File: src/rtl/stream_mux.sv
// N-channel stream multiplexer with a single registered output stage.
// Channel choice is either a fixed index (mode 0) or round-robin arbitration (mode 1).
module stream_mux #(
  parameter int unsigned  WIDTH = 20,
  parameter int unsigned  N     = 4,
  localparam int unsigned SELW  = $clog2(N)
) (
  input  logic               clk,
  input  logic               rst_n,
  input  logic               mode,
  input  logic [SELW-1:0]    sel,
  input  logic [N*WIDTH-1:0] in_data,
  input  logic [N-1:0]       in_valid,
  output logic [N-1:0]       in_ready,
  output logic [WIDTH-1:0]   out_data,
  output logic               out_valid,
  input  logic               out_ready,
  output logic [SELW-1:0]    out_chan
);

  logic [WIDTH-1:0] out_data_q;
  logic             out_valid_q;
  logic [SELW-1:0]  out_chan_q;
  logic [SELW-1:0]  ptr_q;

  logic             load_en;
  logic             gnt_any;
  logic [N-1:0]     grant;
  logic [SELW-1:0]  gnt_idx;
  logic [WIDTH-1:0] gnt_data;

  assign load_en = !out_valid_q || out_ready;

  // At most one grant; round-robin searches upward from ptr_q with wrap.
  always_comb begin
    int unsigned c;
    grant   = '0;
    gnt_idx = '0;
    gnt_any = 1'b0;
    c       = 0;
    if (!mode) begin
      for (int unsigned i = 0; i < N; i++) begin
        if (sel == SELW'(i) && in_valid[i]) begin
          grant[i] = 1'b1;
          gnt_idx  = SELW'(i);
          gnt_any  = 1'b1;
        end
      end
    end else begin
      for (int unsigned k = 0; k < N; k++) begin
        c = 32'(ptr_q) + k;
        if (c >= N) c = c - N;
        if (!gnt_any && in_valid[c]) begin
          grant[c] = 1'b1;
          gnt_idx  = SELW'(c);
          gnt_any  = 1'b1;
        end
      end
    end
  end

  always_comb begin
    gnt_data = '0;
    for (int unsigned i = 0; i < N; i++) begin
      if (gnt_idx == SELW'(i)) gnt_data = in_data[i*WIDTH +: WIDTH];
    end
  end

  // rst_n gates in_ready so no handshake is seen while reset is held.
  assign in_ready = (rst_n && load_en) ? grant : '0;

  always_ff @(posedge clk or negedge rst_n) begin
    if (!rst_n) begin
      out_data_q  <= '0;
      out_valid_q <= 1'b0;
      out_chan_q  <= '0;
      ptr_q       <= '0;
    end else if (load_en) begin
      if (gnt_any) begin
        out_data_q  <= gnt_data;
        out_chan_q  <= gnt_idx;
        out_valid_q <= 1'b1;
        if (mode) ptr_q <= (gnt_idx == SELW'(N-1)) ? '0 : gnt_idx + SELW'(1);
      end else begin
        out_valid_q <= 1'b0;
      end
    end
  end

  assign out_data  = out_data_q;
  assign out_valid = out_valid_q;
  assign out_chan  = out_chan_q;

endmodule

File: config.mk
export PLATFORM = sky130hd
export DESIGN_NAME = stream_mux
export DESIGN_NICKNAME = d
export VERILOG_FILES = /design/src/rtl/stream_mux.sv
export SDC_FILE = /design/constraint.sdc
export NUM_CORES = 1
export LEC_CHECK = 0
export BUFFER_PORTS_ARGS = -buffer_cell sky130_fd_sc_hd__buf_2
export CAP_MARGIN = 40
export CORE_UTILIZATION = 42
export DETAILED_ROUTE_END_ITERATION = 8
export PLACE_DENSITY = 0.78
export SETUP_SLACK_MARGIN = 0.2
export SLEW_MARGIN = 5
export SYNTH_ARGS = -nofsm -noshare
export SYNTH_HDL_FRONTEND = slang
export SYNTH_SLANG_ARGS = --single-unit
File: constraint.sdc
create_clock -name clk -period 3.3 [get_ports clk]
set_input_delay 0.33 -clock clk [delete_from_list [all_inputs] [get_ports clk]]
set_output_delay 0.33 -clock clk [all_outputs]
set_load 0.02 [all_outputs]
==> results.toml <==
[yosys]
yosys.area.top_type_share_pct = 27.09
synth_nets = 393
synthTopCellsByArea = "dfrtp_1, nor2b_1, a221oi_1"
yosysTopAreaCell = "dfrtp_1"
ys_seq_area_share_pct = 27.09
ys_async_sr_fraction_pct = 100.0
synth-seq-cells = 25
synth_warnings = 0
synth_top_flop_cell = "dfrtp_1"
synth-edff-count = 0
synth_cells = 294
syn_area_per_cell_um2 = 7.856
ys_types = 47
synth_area_um2 = 2310

[setup_path]
worst_path_max_delay_cell = "dfrtp_1"
worst-r2r-setup-slack_ns = 0.32
crit_family = "compound AO/OA/AOI/OAI gates"
cpPeakStageDelay_ns = 0.42
worstSetupPathType = "reg2reg"
worst_ep_arrival_time_ns = 3.13
path_buf_inv = 3
crit_chain = "inv_4 -> ha_4 -> and2_1 -> a221oi_2 -> o221ai_2 -> o32ai_4 -> inv_2 -> ha_1 -> buf_4 -> a221oi_1 -> nor3_1 -> a21oi_1 -> o21ai_1"
r2r_end = "out_data[2]$_DFFE_PN0P_"
reg2reg_depth = 13
cp-start-kind = "register"
required_ns = 3.46
crit_path_end_kind = "register"
worstReg2RegStart = "ptr_q[0]$_DFFE_PN0P_"
critPathMaxFanout = 15

[power]
p_seq_share_pct = 21.1
internal_power_w = 0.001310
swShare_pct = 47.90
peakVddDrop_uv = 453.0
p_comb_share_pct = 72.0
clock_power_share_pct = 6.9
p_leak_nw = 1.480
p_per_area_nw_per_um2 = 794.9
switchingPower_w = 0.001204

[routing]
vias = 2558
drt-total-wl_mm = 6.609
drt_pass1_iterations = 5
final_antenna_net_count = 0
vias_per_cell = 5.431
first_iter_violations = 182
wl_per_cell_um = 14.03
remaining_drc_errors = 0

[timing]
fmax_mhz = 336.1
fin_crit_sh_pct = 90.17
fin_ws_ns = 0.3245
slew_headroom_pct = 50.75
finalClockSkew_ns = 0.005921
period_needed_ns = 2.976
rsz0062_at_grt = "false"
finalSetupViolations = 0
finalMaxSlewViolations = 0
setup-tns-final_ns = 0
tightest_slew_ns = 0.7386
finalHoldViolations = 0

[layout]
syn2layout_area_growth_pct = 36.94
drive_above_1_share_pct = 39.90
fillCellCount = 487
antenna_cells = 0
fin_area_um2 = 3163
final_nets = 501

[clocking]
cts_tree = "done"
clockBufferDepth = 2
clk_pin_slew_ns = 0.08
cts_root_buf = "clkbuf_8"
cts.sinks = 25
cts_made_buffers = 3
clk_latency_ns = 0.26
h-tree-depth = 1

[floorplanning]
die_h_um = 76.16
start_util_pct = 44.37
rows = 26
io_pins = 117
coreArea_um2 = 5205
die_width_um = 76.16
dieArea_um2 = 5800

[placement]
placedInstanceArea_um2 = 2948
gp_congestion = 0.8905
dp_hpwl_mm = 4.944
pre_cts_ws_ns = 0.1063
io_buffers = 116

[global_route]
grt_pass1_wl_mm = 10.67
grt_pass1_vias = 2279
grt_max_degree = 42
grt_use_total_pct = 22.17
antenna_found_initial = 0
grt-ovfl-total = 0

[worst_hold_path]
hold_class = "in2async"

[outcome]
status = "finished clean"

[job]
drv_cap = 0
-- final cells by class --
type / count / area [um^2] / area share [%]
timing repair buffer: 129 / 737.0 / 23.30
tap: 70 / 87.58 / 2.769
clock inverter: 1 / 5.005 / 0.1582
sequential: 25 / 625.6 / 19.78
inverter: 6 / 25.02 / 0.7911
clock buffer: 3 / 41.29 / 1.305
multi-input combinational: 237 / 1642 / 51.90
-- cell usage in the layout, fill, tap and decap left out, drive strengths merged, types with 2 or more instances in the layout --
cell type,n
inv,6
nor3b,3
nor3,21
dfrtp,25
nor2b,38
mux2,4
ha,9
a21o,3
buf,128
a21oi,23
clkbuf,4
a22oi,4
and3b,3
and2,2
mux2i,3
nand2,32
a31oi,9
nand2b,2
nor2,10
a221oi,23
o21ai,30
-- worst reg2reg max path, delay by kind of cell, from the launching register on --
kind	cells	cell delay [ns]
buffers and inverters	3	0.40
flip-flops	1	0.42
AND/OR/NAND/NOR	2	0.26
adder cells (fa/ha/maj)	2	0.48
AO/OA/AOI/OAI	6	1.31
-- per-layer routing --
| layer | up-vias | wire length (um) | global-route usage [%] |
|---|---|---|---|
| li1 | 1291 | - | - |
| met2 | 102 | 3244 | 37.00 |
| met4 | 0 | 131 | 8.077 |
| met1 | 1153 | 2913 | 29.77 |
| met5 | - | 0 | 0 |
| met3 | 12 | 320 | 2.156 |
-- per-stage QoR --
step / utilization, % / hold WS [ns] / power (W) / cells
6_report: 60.77 / 0.04374 / 0.002514 / 471
2_1_floorplan: - / 0.03441 / 0.001711 / 294
3_5_place_dp: 56.63 / 0.3516 / 0.002155 / 462
4_1_cts: 57.79 / 0.06028 / 0.002352 / 466
5_1_grt: 60.77 / 0.08117 / 0.002731 / 471
3_3_place_gp: 56.63 / 0.3446 / 0.002111 / 462
-- power by group through the flow --
| stage | registers (W) | clock network [W] | logic [W] |
|---|---|---|---|
| finish | 0.000531 | 0.000174 | 0.00181 |
| global route | 0.000555 | 0.000193 | 0.00198 |
| floorplan | 0.000712 | 0 | 0.000999 |
| CTS | 0.000533 | 0.000183 | 0.00164 |
| global placement | 0.000532 | 0 | 0.00158 |
| detailed placement | 0.000539 | 0 | 0.00162 |
-- flip-flops by register name, indices dropped and copies added (netlist names) --
name and flops:
out_data 20, ptr_q 2, out_chan 2, out_valid 1
-- cell families after synthesis --
| logic type | share of synthesized area (%) |
|---|---|
| buf+inv | 6.717 |
| fa+ha+maj | 4.875 |
| simple gates | 27.63 |
| flops | 27.09 |
| compound gates | 29.47 |
| mux | 4.225 |
-- cells in the mapped netlist, types with 3 or more instances --
master / number
a21o_1: 3
a221oi_1: 21
a31oi_1: 9
o21ai_1: 21
mux2i_1: 3
nor2b_1: 38
inv_1: 5
nor2_1: 9
o21ai_0: 9
a22oi_1: 4
nand2_1: 32
nor3b_1: 3
clkbuf_1: 9
and3b_1: 3
ha_1: 9
a21oi_1: 22
buf_2: 14
mux2_2: 3
nor3_1: 21
dfrtp_1: 25
-- timing repair --
item                                   4_1_cts  5_1_grt
pin swaps                                    0        1
gates resized for setup                      2       16
setup endpoints to repair                   18       20
hold buffers                                 0        0
gates cloned                                 0        1
endpoints found under the hold margin        0        0
setup buffers                                0        4
-- how the worst max path moves through the flow --
stage | from | to | slack, ns | cells after the start
2_1_floorplan | ptr_q[1]$_DFFE_PN0P_ | out_data[1]$_DFFE_PN0P_ | 0.22 | 14
3_3_place_gp | ptr_q[0]$_DFFE_PN0P_ | out_data[1]$_DFFE_PN0P_ | 0.26 | 13
3_5_place_dp | ptr_q[0]$_DFFE_PN0P_ | out_data[3]$_DFFE_PN0P_ | 0.11 | 13
4_1_cts | ptr_q[0]$_DFFE_PN0P_ | out_data[3]$_DFFE_PN0P_ | 0.23 | 13
5_1_grt | ptr_q[0]$_DFFE_PN0P_ | out_data[8]$_DFFE_PN0P_ | 0.17 | 13
6_report | ptr_q[0]$_DFFE_PN0P_ | out_data[2]$_DFFE_PN0P_ | 0.32 | 13
(Power assumes the default switching activity.)
